File: src/rtl/serial_word_receiver_if.sv
// Bundle of the serial bit stream going into the receiver and the assembled
// word results coming out of it. The bit source drives the master side and
// the receiver sits on the slave side.
interface serial_word_receiver_if #(
   parameter int W = 8
);

   logic         bit_in;
   logic         bit_valid;
   logic         start;
   logic [W-1:0] word_out;
   logic [W-1:0] mag_out;
   logic         neg_out;
   logic         word_valid;
   logic         err;

   modport master (
      output bit_in, bit_valid, start,
      input  word_out, mag_out, neg_out, word_valid, err
   );

   modport slave (
      input  bit_in, bit_valid, start,
      output word_out, mag_out, neg_out, word_valid, err
   );

endinterface

File: src/rtl/serial_word_receiver.sv
// Bit-serial receiver for LSB-first two's-complement frames of W bits.
// Assembles the raw word and, in parallel, the two's-complement of the word
// using the serial "copy through the first 1, then invert" rule. On the W-th
// accepted bit the word, its sign and its unsigned magnitude are published
// with a one-cycle word_valid pulse. A start arriving mid-frame aborts the
// partial frame, pulses err and begins a new frame with that bit.
module serial_word_receiver #(
   parameter int W = 8
) (
   input  logic                  clk,
   input  logic                  rst,
   serial_word_receiver_if.slave bus
);

   localparam int CW = $clog2(W);
   localparam logic [CW-1:0] LAST_COUNT = CW'(W - 1);

   typedef enum logic {
      IDLE,
      SHIFT
   } state_t;

   state_t        state;
   logic [CW-1:0] count;
   logic          seen_one;
   logic [W-1:0]  raw_reg;
   logic [W-1:0]  comp_reg;

   logic          comp_bit;
   logic [W-1:0]  raw_shift;
   logic [W-1:0]  comp_shift;

   // Next values of the two shift registers if the current bit is appended as
   // a continuation bit; new bits enter at the top and move down so that bit 0
   // lands at position 0 after W shifts.
   always_comb begin
      comp_bit   = bus.bit_in;
      if (seen_one) begin
         comp_bit = ~bus.bit_in;
      end
      raw_shift  = {bus.bit_in, raw_reg[W-1:1]};
      comp_shift = {comp_bit, comp_reg[W-1:1]};
   end

   // Frame FSM, shift registers and registered result/pulse outputs.
   always_ff @(posedge clk or negedge rst) begin
      if (!rst) begin
         state          <= IDLE;
         count          <= '0;
         seen_one       <= 1'b0;
         raw_reg        <= '0;
         comp_reg       <= '0;
         bus.word_out   <= '0;
         bus.mag_out    <= '0;
         bus.neg_out    <= 1'b0;
         bus.word_valid <= 1'b0;
         bus.err        <= 1'b0;
      end else begin
         bus.word_valid <= 1'b0;
         bus.err        <= 1'b0;
         if (bus.bit_valid) begin
            if (bus.start) begin
               if (state == SHIFT) begin
                  bus.err <= 1'b1;
               end
               raw_reg  <= {bus.bit_in, {(W-1){1'b0}}};
               comp_reg <= {bus.bit_in, {(W-1){1'b0}}};
               seen_one <= bus.bit_in;
               count    <= CW'(1);
               state    <= SHIFT;
            end else if (state == SHIFT) begin
               if (count == LAST_COUNT) begin
                  raw_reg        <= raw_shift;
                  comp_reg       <= comp_shift;
                  bus.word_out   <= raw_shift;
                  bus.neg_out    <= bus.bit_in;
                  bus.mag_out    <= bus.bit_in ? comp_shift : raw_shift;
                  bus.word_valid <= 1'b1;
                  seen_one       <= 1'b0;
                  count          <= '0;
                  state          <= IDLE;
               end else begin
                  raw_reg  <= raw_shift;
                  comp_reg <= comp_shift;
                  seen_one <= seen_one | bus.bit_in;
                  count    <= count + CW'(1);
               end
            end
         end
      end
   end

endmodule

File: src/flat_wrapper.sv
// flat-port wrapper written by rule: the top's interface ports become plain ports
module serial_word_receiver_flat 
#(
   parameter int W = 8
)
  (clk, rst, bus_bit_in, bus_bit_valid, bus_start, bus_word_out, bus_mag_out, bus_neg_out, bus_word_valid, bus_err);
  serial_word_receiver_if #(.W(W)) bus_i ();
  input  logic clk;
  input  logic rst;
  input wire logic [$bits(bus_i.bit_in)-1:0] bus_bit_in;
  input wire logic [$bits(bus_i.bit_valid)-1:0] bus_bit_valid;
  input wire logic [$bits(bus_i.start)-1:0] bus_start;
  output wire logic [$bits(bus_i.word_out)-1:0] bus_word_out;
  output wire logic [$bits(bus_i.mag_out)-1:0] bus_mag_out;
  output wire logic [$bits(bus_i.neg_out)-1:0] bus_neg_out;
  output wire logic [$bits(bus_i.word_valid)-1:0] bus_word_valid;
  output wire logic [$bits(bus_i.err)-1:0] bus_err;
  assign bus_i.bit_in = bus_bit_in;
  assign bus_i.bit_valid = bus_bit_valid;
  assign bus_i.start = bus_start;
  assign bus_word_out = bus_i.word_out;
  assign bus_mag_out = bus_i.mag_out;
  assign bus_neg_out = bus_i.neg_out;
  assign bus_word_valid = bus_i.word_valid;
  assign bus_err = bus_i.err;
  serial_word_receiver #(.W(W)) u_core (.clk(clk), .rst(rst), .bus(bus_i));
endmodule
File: config.mk
export PLATFORM = sky130hd
export DESIGN_NAME = serial_word_receiver_flat
export DESIGN_NICKNAME = d
export VERILOG_FILES = /design/src/rtl/serial_word_receiver_if.sv /design/src/rtl/serial_word_receiver.sv /design/src/flat_wrapper.sv
export SDC_FILE = /design/constraint.sdc
export NUM_CORES = 1
export LEC_CHECK = 0
export ABC_AREA = 1
export CAP_MARGIN = 40
export CORE_MARGIN = 4
export CORE_UTILIZATION = 55
export CTS_CLUSTER_DIAMETER = 50
export DETAILED_ROUTE_END_ITERATION = 10
export PLACE_DENSITY = 0.81
export SYNTH_ARGS = -nofsm -noshare
export SYNTH_HDL_FRONTEND = slang
export SYNTH_SLANG_ARGS = --single-unit
File: constraint.sdc
create_clock -name clk -period 2.24 [get_ports clk]
set_clock_uncertainty 0.15 [all_clocks]
set_input_delay 0.224 -clock clk [delete_from_list [all_inputs] [get_ports clk]]
set_output_delay 0.224 -clock clk [all_outputs]
set_load 0.01 [all_outputs]
After elaboration in Yosys (flattened, before gate mapping)
Index checks and enable logic that the tools add are counted.
Widths: inputs -> output; s select.
{"block": "classes", "muxes": 22, "n_reduce_logical": 3, "addsub": 1, "bitwise_logic": 3, "n_eq_ne": 1}
{"operator": "$mux 8", "n": 5}
{"operator": "$mux 1", "n": 14}
{"operator": "$mux 3", "n": 3}
{"operator": "$reduce_and 4->1", "n": 1}
{"operator": "$add 3x1->3 const B", "n": 1}
{"operator": "$eq 3x3->1 const B", "n": 1}
{"operator": "$not 1->1", "n": 2}
{"operator": "$reduce_and 2->1", "n": 1}
{"operator": "$reduce_bool 2->1", "n": 1}
{"operator": "$or 1x1->1", "n": 1}
{"block": "word_totals", "in_bits": 5, "wordCells": 40, "ff_bits": 40}

Logic depth before layout (Yosys ltp)
{"block": "logic_depth", "depth_word": 5, "ltp_mapped": 9, "ltp_nobuf": 7}

Least setup slack after synthesis
No wires, ideal clock.
{"block": "synth_path", "kind": "register to register", "from": "reg u_core.count[0]", "to": "reg u_core.bus.neg_out", "arrival_ns": 1.231, "setup_time_ns": 0.117, "synth_period_minus_slack_ns": 1.497, "path_buffers": 1, "slack_ns": 0.743, "stages_incl_launch_ff": 8, "path_cell_list": "dfrtp_1 -> ha_1 -> ha_1 -> nand2_1 -> nor2_4 -> buf_4 -> nand2_1 -> nand2_1"}
{"block": "synth_via", "elab_chain_cells": 2}
{"element": "from (decl)", "line": "serial_word_receiver.sv:24", "rtl": "logic [CW-1:0] count;"}
{"element": "from (signal assigned)", "line": "serial_word_receiver.sv:86", "rtl": "count <= count + CW'(1);"}
{"element": "$eq 3x3->1", "line": "serial_word_receiver.sv:72", "rtl": "if (count == LAST_COUNT) begin"}
{"element": "$reduce_and 4->1 (no source line)"}
{"element": "to (signal assigned)", "line": "serial_word_receiver.sv:76", "rtl": "bus.neg_out <= bus.bit_in;"}
{"element": "to (decl)", "line": "serial_word_receiver_if.sv:24", "rtl": "output word_out, mag_out, neg_out, word_valid, err"}
No other way between the ends.
A chain may end at the register's enable or synchronous reset.

Final worst setup path
{"block": "layout_path", "from": "reg u_core.count[0]", "to": "reg u_core.bus.mag_out[2]"}
{"block": "layout_via", "elab_chain_cells": 2}
{"element": "$eq 3x3->1", "line": "serial_word_receiver.sv:72"}
{"element": "$reduce_and 4->1 (no source line)"}
{"element": "to (signal assigned)", "line": "serial_word_receiver.sv:77", "rtl": "bus.mag_out <= bus.bit_in ? comp_shift : raw_shift;"}
{"element": "to (decl)", "line": "serial_word_receiver_if.sv:24"}
No other way between the ends.

==> metrics <==
Crit. End Element flip-flop; num ports 24; Sink Count 37; share of the synthesized area in the top cell type 57.5%; fmax 608 MHz; top post-synthesis cells by area dfrtp_1 58%, nand2_1 25%, o21ai_0 4.7%, ha_1 3.9%, inv_1 2.3%; Skew-Pair Late Insertion Delay 330 ps; Max-cap violations 0; worst r2r src u_core.count[0]; Most flops, register u_core.bus.mag_out; DRT Pass-1 Iters 4; Sum Neg Setup Slack 0 ps; clock tree buffer depth 2; Max Slew Vio Count 0; routed vias between 1000 and 1500; Worst EP required around 2400 ps; Die H 62.1 µm; fillers 226; cells after synthesis 189; Tcrit/Tclk final 73.4%; Hold Crit Class input pin to async pin; setup bufs post-CTS 0; GPL Wtd Cong 0.836; row cnt 19; leak pwr 1.02 nW; root buf cell clkbuf_4; kind of start point of the critical path flip-flop; critical path's slowest cell dfrtp_1; initial antenna violation count 0; global-route wire length before repair approximately 5300 µm; Pwr Total 1.25 mW; die area 3860 µm²; PwrDens roughly 660 nW/µm²; max reg flops 8; I/O Buffers 23; initial core utilization between 50 and 60%; layout cells sized above 1 6.98%; vias in the first global route 1212; status finished, final reports clean; DRT iter0 DRCs 52; Syn Area/Cell 8.51 µm²; via density per instance 5.05; number of synthesized register bits 37; Worst Tran Pin Value ~450 ps; # DRC 0; CORE AREA 2780 µm²; post-layout utilization of the core 68.5%; post_cts resized 0; Clock Pin Slew Worst Setup and Hold Paths 100 ps; hpwl dp 2210 µm; n_diodes 0; H-tree levels 2; gr usage total between 10% and 20%; Synth-to-Final Area Change 18.4%; CP cell instances ha_1, ha_1, nand2_1, nor2_4, nand2_1, nand2_1; RSZ-0062 raised after global routing false; cts hold-fix bufs 0; final net count around 230; post-route minimum period 1640 ps; final setup violation count 0; net count after synthesis 199; CTS Buf Count 5; worst stage delay on the critical path slightly below 400 ps; Peak supply drop 658 µV; Rel. slew slack 69.8%; crit path DAT ~1800 ps; critical path's top delay family simple AND/OR/NAND/NOR gates; CTS tree built; die width 62.1 µm; Seq/Total Area, Yosys approximately 58%; WP buf/inv 0; WL per Instance 12.5 µm; Synth area leader dfrtp_1; Netlist cell types 13; most used cell, CP nand2_1; critical path peak fanout 17; Post-Syn Area about 1600 µm²; Detail Route Antenna Nets 0; CP Launch Point u_core.count[0]; largest net degree at the start of global routing 38; Final Hold Fails 0; GRT overflow 0; wirelength, routed about 3100 µm; YS warnings 0; Crit Path Class flip-flop to flip-flop
## where the power goes
group	switching (mW)	total [mW]	leakage, nW	internal (mW)
Sequential	0.0277	0.735	0.495	0.707
Combinational	0.0958	0.168	0.494	0.0724
Clock	0.199	0.347	0.0314	0.148
## kinds of logic after synthesis
logic type	after synthesis	share of synthesized area, %
fa+ha+maj	5	3.89
simple gates	113	27.9
buf+inv	19	5.99
flops	37	57.5
compound gates	15	4.67
## synth_stat cells, drive strengths merged
cell type	n
dfrtp	37
buf	7
nor2	4
ha	5
inv	12
o21ai	15
nand2	109
## worst reg2reg max path: stages, from the launching register on
cell and delay, ps:
dfrtp_1 390, ha_1 180, ha_1 250, nand2_1 120, nor2_4 320, nand2_1 110
nand2_1 70
## cell usage in the layout (no fill, tap or decap), drive strengths merged
cell           Yosys  layout
nand2            109     109
buf                7       3
clkdlybuf4s50      0      23
o21ai             15      15
dfrtp             37      37
clkbuf             0       7
ha                 5       5
inv               12      12
nor2               4       4
## final timing paths
kind	end	slack, ps	cells after the start
worst max-delay path	u_core.bus.mag_out[2]	600	6
worst min-delay path	u_core.bus.word_valid	150	2
worst max register to register	u_core.bus.mag_out[2]	600	6
worst min register to register	u_core.bus.mag_out[2]	330	2
max in group asynchronous	u_core.seen_one	1470	2
min in group clk	u_core.bus.mag_out[2]	330	2
## through the flow
stage / setup WS [ps] / hold WS (ps) / cells / instance area (µm²)
after floorplan: 743 / -222 / 189 / 1610
after global placement: 495 / 304 / 239 / 1850
after detailed placement: 415 / 310 / 239 / 1850
after CTS: 573 / 157 / 246 / 1900
after global routing: 455 / 162 / 246 / 1900
final: 597 / 150 / 246 / 1900
## final cells by class
type / instances / area [µm²] / area share (%)
Sequential cell: 37 / 926 / 48.6
Multi-Input combinational cell: 133 / 587 / 30.8
Timing Repair Buffer: 26 / 253 / 13.3
Clock buffer: 7 / 55.1 / 2.89
Inverter: 12 / 45.0 / 2.37
Tap cell: 31 / 38.8 / 2.04
## layer usage
metal / vias up / GRT usage [%] / part of all wire (%)
li1: 627 / - / -
met1: 576 / 21.3 / 42
met2: 36 / 33.1 / 51
met3: 4 / 7.23 / 5.6
met4: 0 / 9.09 / 1.3
met5: - / 0 / 0
Power figures use the tool's default switching activity.
